<file path="config.mk">
export PLATFORM = sky130hd
export DESIGN_NAME = matmul_operand_feeder
export DESIGN_NICKNAME = d
export VERILOG_FILES = /design/src/rtl/matmul_pkg.sv /design/src/rtl/matmul_operand_buf.sv /design/src/rtl/matmul_operand_feeder.sv
export SDC_FILE = /design/constraint.sdc
export NUM_CORES = 1
export LEC_CHECK = 0
export CAP_MARGIN = 20
export CORE_MARGIN = 1
export CORE_UTILIZATION = 51
export CTS_CLUSTER_SIZE = 10
export DETAILED_ROUTE_END_ITERATION = 10
export PLACE_DENSITY = 0.72
export SYNTH_ARGS = -nofsm -noshare
export SYNTH_HDL_FRONTEND = slang
export SYNTH_SLANG_ARGS = --single-unit
</file>
<file path="constraint.sdc">
create_clock -name clk_i -period 4.53 [get_ports clk_i]
set_input_delay 0.453 -clock clk_i [delete_from_list [all_inputs] [get_ports clk_i]]
set_output_delay 0.453 -clock clk_i [all_outputs]
set_load 0.02 [all_outputs]
</file>
<file path="src/rtl/matmul_pkg.sv">
// matmul_pkg: shared sizes, element/vector/dimension types and feeder FSM states for the matmul core.
//  DATA_WIDTH element width, BUS_WIDTH operand row word width, MAX_DIM array side (elements per row word).
//  elem_of extracts element e of a row word (element e sits at bits [e*DATA_WIDTH +: DATA_WIDTH]).
package matmul_pkg;
  localparam int DATA_WIDTH = 4;
  localparam int BUS_WIDTH  = 16;
  localparam int MAX_DIM    = BUS_WIDTH / DATA_WIDTH;
  localparam int DIM_W      = $clog2(MAX_DIM);
  localparam int T_W        = $clog2(2 * MAX_DIM + 1);
  typedef logic signed [DATA_WIDTH-1:0] elem_t;
  typedef elem_t [MAX_DIM-1:0] feed_vec_t;
  typedef logic [DIM_W-1:0] dim_t;
  typedef logic [T_W-1:0] cnt_t;
  typedef enum logic [2:0] {IDLE, CLEAR, FEED, DRAIN, DONE} feeder_state_e;
  function automatic elem_t elem_of(input logic [BUS_WIDTH-1:0] word, input dim_t e);
    return elem_t'(word >> (DATA_WIDTH * int'(e)));
  endfunction
endpackage

</file>
<file path="src/rtl/matmul_operand_buf.sv">
// matmul_operand_buf: MAX_DIM x BUS_WIDTH operand register file, one write port, MAX_DIM combinational element reads.
//  clk      in   clock
//  we       in   write strobe
//  row      in   row written
//  data     in   row word written
//  rd_row   in   per-lane row to read
//  rd_elem  in   per-lane element within that row
//  rd_data  out  per-lane element read
module matmul_operand_buf
  import matmul_pkg::*;
(
  input  logic                      clk,
  input  logic                      we,
  input  logic [DIM_W-1:0]          row,
  input  logic [BUS_WIDTH-1:0]      data,
  input  dim_t [MAX_DIM-1:0]        rd_row,
  input  dim_t [MAX_DIM-1:0]        rd_elem,
  output feed_vec_t                 rd_data
);
  logic [BUS_WIDTH-1:0] mem [MAX_DIM];
  always_ff @(posedge clk)
    if (we) mem[row] <= data;
  always_comb
    for (int i = 0; i < MAX_DIM; i++) rd_data[i] = elem_of(mem[rd_row[i]], rd_elem[i]);
endmodule

</file>
<file path="src/rtl/matmul_operand_feeder.sv">
// matmul_operand_feeder: buffers operands A (N x K) and B (K x M) and streams them diagonally skewed
//  into the west (A) and north (B) edges of the MAX_DIM x MAX_DIM output-stationary systolic array.
//  Optional feature: define MATMUL_FEEDER_STALL_EN to let stall_i freeze the feed in FEED/DRAIN.
//  clk_i, rst_ni             clock, synchronous active-low reset
//  op_we_i/op_sel_i/op_row_i/op_data_i   operand row write (IDLE only; sel 0=A, 1=B)
//  start_i, dim_n_i/dim_k_i/dim_m_i      start pulse and N-1/K-1/M-1 (latched on start)
//  stall_i                   feed freeze (only with MATMUL_FEEDER_STALL_EN)
//  a_feed_o, b_feed_o        west/north edge lanes
//  feed_valid_o              beat valid during FEED/DRAIN
//  acc_clr_o, busy_o, done_o accumulator clear pulse, not-idle, completion pulse
module matmul_operand_feeder
  import matmul_pkg::*;
(
  input  logic                          clk_i,
  input  logic                          rst_ni,
  input  logic                          op_we_i,
  input  logic                          op_sel_i,
  input  logic [DIM_W-1:0]              op_row_i,
  input  logic [BUS_WIDTH-1:0]          op_data_i,
  input  logic                          start_i,
  input  logic [DIM_W-1:0]              dim_n_i,
  input  logic [DIM_W-1:0]              dim_k_i,
  input  logic [DIM_W-1:0]              dim_m_i,
  input  logic                          stall_i,
  output logic [MAX_DIM*DATA_WIDTH-1:0] a_feed_o,
  output logic [MAX_DIM*DATA_WIDTH-1:0] b_feed_o,
  output logic                          feed_valid_o,
  output logic                          acc_clr_o,
  output logic                          busy_o,
  output logic                          done_o
);
  feeder_state_e state_q, state_d;
  cnt_t t_q, t_d;
  dim_t n_q, k_q, m_q;
  feed_vec_t a_q, b_q, a_rd, b_rd;
  dim_t [MAX_DIM-1:0] a_row, a_elem, b_row, b_elem;
  logic [MAX_DIM-1:0] a_ok, b_ok;
  logic stall, feed_last, drain_last, wr;
`ifdef MATMUL_FEEDER_STALL_EN
  assign stall = stall_i && (state_q == FEED || state_q == DRAIN);
`else
  logic unused_stall;
  assign unused_stall = stall_i;
  assign stall = 1'b0;
`endif
  assign wr = op_we_i && state_q == IDLE;
  assign feed_last = t_q == cnt_t'(k_q) + cnt_t'(MAX_DIM - 1);
  assign drain_last = t_q == cnt_t'(MAX_DIM - 2);
  matmul_operand_buf u_a (.clk(clk_i), .we(wr && !op_sel_i), .row(op_row_i), .data(op_data_i),
                          .rd_row(a_row), .rd_elem(a_elem), .rd_data(a_rd));
  matmul_operand_buf u_b (.clk(clk_i), .we(wr && op_sel_i), .row(op_row_i), .data(op_data_i),
                          .rd_row(b_row), .rd_elem(b_elem), .rd_data(b_rd));
  always_comb begin
    state_d = state_q;
    t_d = t_q;
    case (state_q)
      IDLE: if (start_i) begin
        state_d = CLEAR;
        t_d = '0;
      end
      CLEAR: state_d = FEED;
      FEED: if (!stall) begin
        state_d = feed_last ? DRAIN : FEED;
        t_d = feed_last ? '0 : cnt_t'(t_q + 1'b1);
      end
      DRAIN: if (!stall) begin
        state_d = drain_last ? DONE : DRAIN;
        t_d = drain_last ? '0 : cnt_t'(t_q + 1'b1);
      end
      default: state_d = IDLE;
    endcase
  end
  // Lanes are registered, so each edge loads the beat that belongs to the next state/t.
  // A stall holds state and t, and the buffers cannot change outside IDLE, so the lanes hold too.
  always_comb
    for (int i = 0; i < MAX_DIM; i++) begin
      a_row[i] = dim_t'(i);
      a_elem[i] = dim_t'(int'(t_d) - i);
      b_row[i] = dim_t'(int'(t_d) - i);
      b_elem[i] = dim_t'(i);
      a_ok[i] = state_d == FEED && int'(t_d) >= i && int'(t_d) - i <= int'(k_q) && i <= int'(n_q);
      b_ok[i] = state_d == FEED && int'(t_d) >= i && int'(t_d) - i <= int'(k_q) && i <= int'(m_q);
    end
  always_ff @(posedge clk_i)
    if (!rst_ni) begin
      state_q <= IDLE;
      t_q <= '0;
      n_q <= '0;
      k_q <= '0;
      m_q <= '0;
      a_q <= '0;
      b_q <= '0;
    end else begin
      state_q <= state_d;
      t_q <= t_d;
      if (state_q == IDLE && start_i) begin
        n_q <= dim_n_i;
        k_q <= dim_k_i;
        m_q <= dim_m_i;
      end
      for (int i = 0; i < MAX_DIM; i++) begin
        a_q[i] <= a_ok[i] ? a_rd[i] : '0;
        b_q[i] <= b_ok[i] ? b_rd[i] : '0;
      end
    end
  assign a_feed_o = a_q;
  assign b_feed_o = b_q;
  assign feed_valid_o = (state_q == FEED || state_q == DRAIN) && !stall;
  assign acc_clr_o = state_q == CLEAR;
  assign busy_o = state_q != IDLE;
  assign done_o = state_q == DONE;
endmodule
</file>
==> flow_summary.toml <==
[die]
die_w_um = 118.7
dieArea_um2 = 14090
io_pins = 66
initial_core_util_pct = 52.44
rows = 42
core_um2 = 13240
die_y_um = 118.7

[global_routing]
grt_pass1_vias = 4074
grt.busiest_layer = "met2"
grt_use_total_pct = 20.64
antenna_found_initial = 0
grt_util_met2_pct = 36.26
grt_overflow = 0
use_met1_pct = 24.96
use_met3_pct = 3.909
grt_max_degree = 40
grt_pass1_wl_mm = 21.45

[clock_network]
ctsHoldBuffers = 0
tritoncts = "built"
cts_resized = 0
clock-root-buffer = "clkbuf_16"
htreeDepth = 4
post_cts_buffers = 0
clock-sinks = 173
clkTransAtPathRegs_ps = 60
clk-insertion-delay-late_ps = 420
cts_max_path_buffers = 2
numCtsBuffers = 17

[drt]
wl_mm = 13.74
dr.pass1.iters = 4
drc = 0
vias_per_cell = 5.464
vias = 4005
dr.first_iter.drc_count = 187
drt-wirelength-per-cell_um = 18.75
ant_nets = 0

[timing]
worst_slack_ps = 458.0
setup_viol = 0
skew_ps = 8.537
min_period_ps = 4072
max_freq_mhz = 245.6
max_slew_margin_pct = 32.02
hold_slack_ps = 483.4
rsz0062_at_grt = "no"
slew_violations = 0
tightest_slew_ps = 1019
tns_ps = 0
hold_viol_final = 0
period_share_pct = 89.89

[synthesis]
yosysSeqAreaShare_pct = 68.32
synth_nets = 511
yosysUniqueCellTypes = 60
ys_ff_latch = 173
synthArstFlopShare_pct = 0
synth_top_flop_cell = "edfxtp_1"
avgSynthCellArea_um2 = 14.97
ys_warn_count = 0
synthesis.area_um2 = 6944
synth-edff-count = 128
syn_inst = 464

[critical_path]
cp_cell_sequence = "inv_1 -> ha_1 -> xnor2_1 -> nor4_1 -> o221ai_4 -> ha_1 -> inv_2 -> ha_1 -> a21oi_1 -> a211oi_1 -> a2111oi_2 -> nand3_2 -> nor2_1"
endpoint_kind = "flip-flop"
cp.required_ps = 4880
crit_family = "simple AND/OR/NAND/NOR gates"
slowest_delay_ps = 680
arrival_ps = 4420
setup.worst_path.class = "flip-flop to flip-flop"
slowest_stage = "nor4_1"
worstPathMaxFanout = 9
path_buf_inv = 2
crit_top_cell = "ha_1"
start_kind = "flip-flop"

[power_and_ir_drop]
seq_power_share_pct = 49.6
peakVddDrop_mv = 0.2766
power_density_nw_per_um2 = 418.4
swShare_pct = 23.35
clockPowerShare_pct = 40.4
intPower_mw = 2.709
cellLeakagePower_nw = 3.166
p_sw_uw = 825.1
power_mw = 3.534
combPwrFrac_pct = 10.0

[finish]
insertedDiodeCount = 0
layout_common_cells = "128 x edfxtp_1, 64 x clkdlybuf4s50_1, 54 x nand2_1"
fin_nets = 591
area_growth_pct = 21.64
layoutNonFillerInstCount = 733
design_area_um2 = 8447
utilization_pct = 63.79
drive_gt1_share_pct = 14.90
final_common_cell = "edfxtp_1"

[job]
drv_cap = 0

[placed_design]
dp_hpwl_mm = 8.985
io_buffers = 64
dpl_cell_area_um2 = 7860
dp_cells = 701
post-place-ws_ps = 479.9
gp_congestion = 0.8946

[run_status]
status = "completed"

[worst_hold_path]
min_path_type = "flip-flop to flip-flop"
==> tightest hold or removal path, cell delays in order (launching register included) <==
cell and delay [ps]:
dfxtp_1 310, nand2_1 50, a21boi_0 70
==> kinds of logic after synthesis <==
| logic type | synth area share [%] |
|---|---|
| mux | 9.964 |
| buf+inv | 2.054 |
| xor+xnor | 0.3784 |
| compound gates | 5.298 |
| fa+ha+maj | 3.063 |
| flops | 68.32 |
| simple gates | 10.92 |
==> layout make-up <==
type                       instances  area, um^2
timing repair buffer              75       723.2
multi-input combinational        259        2100
fill                             982        4796
tap                              176       220.2
clock inverter                    14       157.7
sequential                       173        4745
inverter                          18       72.57
clock buffer                      18       429.2
==> sequential cells by signal, summed over array words and instances (netlist names) <==
register,cells
k_q,2
a_feed_o,16
u_a.mem,64
u_b.mem,64
m_q,2
n_q,2
state_q,3
b_feed_o,16
t_q,4
==> power by group through the flow <==
stage | logic [mW] | registers, mW | clock network [mW]
finish | 0.353 | 1.75 | 1.43
global route | 0.386 | 1.75 | 1.51
CTS | 0.356 | 1.75 | 1.44
detailed placement | 0.352 | 1.79 | 0
global placement | 0.343 | 1.78 | 0
floorplan | 0.217 | 1.79 | 0
==> Yosys cell counts, types with 6 or more instances <==
cell type,number,area [um^2]
inv_1,13,48.80
edfxtp_1,128,3844
and3_1,18,112.6
and2_1,13,81.33
nand2_1,54,202.7
ha_1,17,212.7
nor2_1,21,78.83
mux4_2,16,360.4
dfxtp_1,45,900.9
a21boi_0,6,45.04
nand3_1,13,65.06
mux2i_1,32,320.3
==> worst paths after layout <==
check                                    startpoint                endpoint  slack [ps]  depth (start not counted)
worst max register to register  k_q[0]$_SDFFE_PN0P_  a_feed_o[6]$_SDFF_PN0_         460                         13
worst max-delay path            k_q[0]$_SDFFE_PN0P_  a_feed_o[6]$_SDFF_PN0_         460                         13
worst min register to register  k_q[1]$_SDFFE_PN0P_     k_q[1]$_SDFFE_PN0P_         480                          2
worst min-delay path            k_q[1]$_SDFFE_PN0P_     k_q[1]$_SDFFE_PN0P_         480                          2
==> routing by layer <==
| layer | up-vias | wire length, um | part of all wire [%] |
|---|---|---|---|
| met5 | - | 0 | 0 |
| met4 | 0 | 240 | 1.7 |
| met3 | 23 | 498 | 3.6 |
| met2 | 99 | 7241 | 53 |
| met1 | 1990 | 5764 | 42 |
| li1 | 1893 | - | - |
Note: power is estimated with default switching activity, not from simulation.
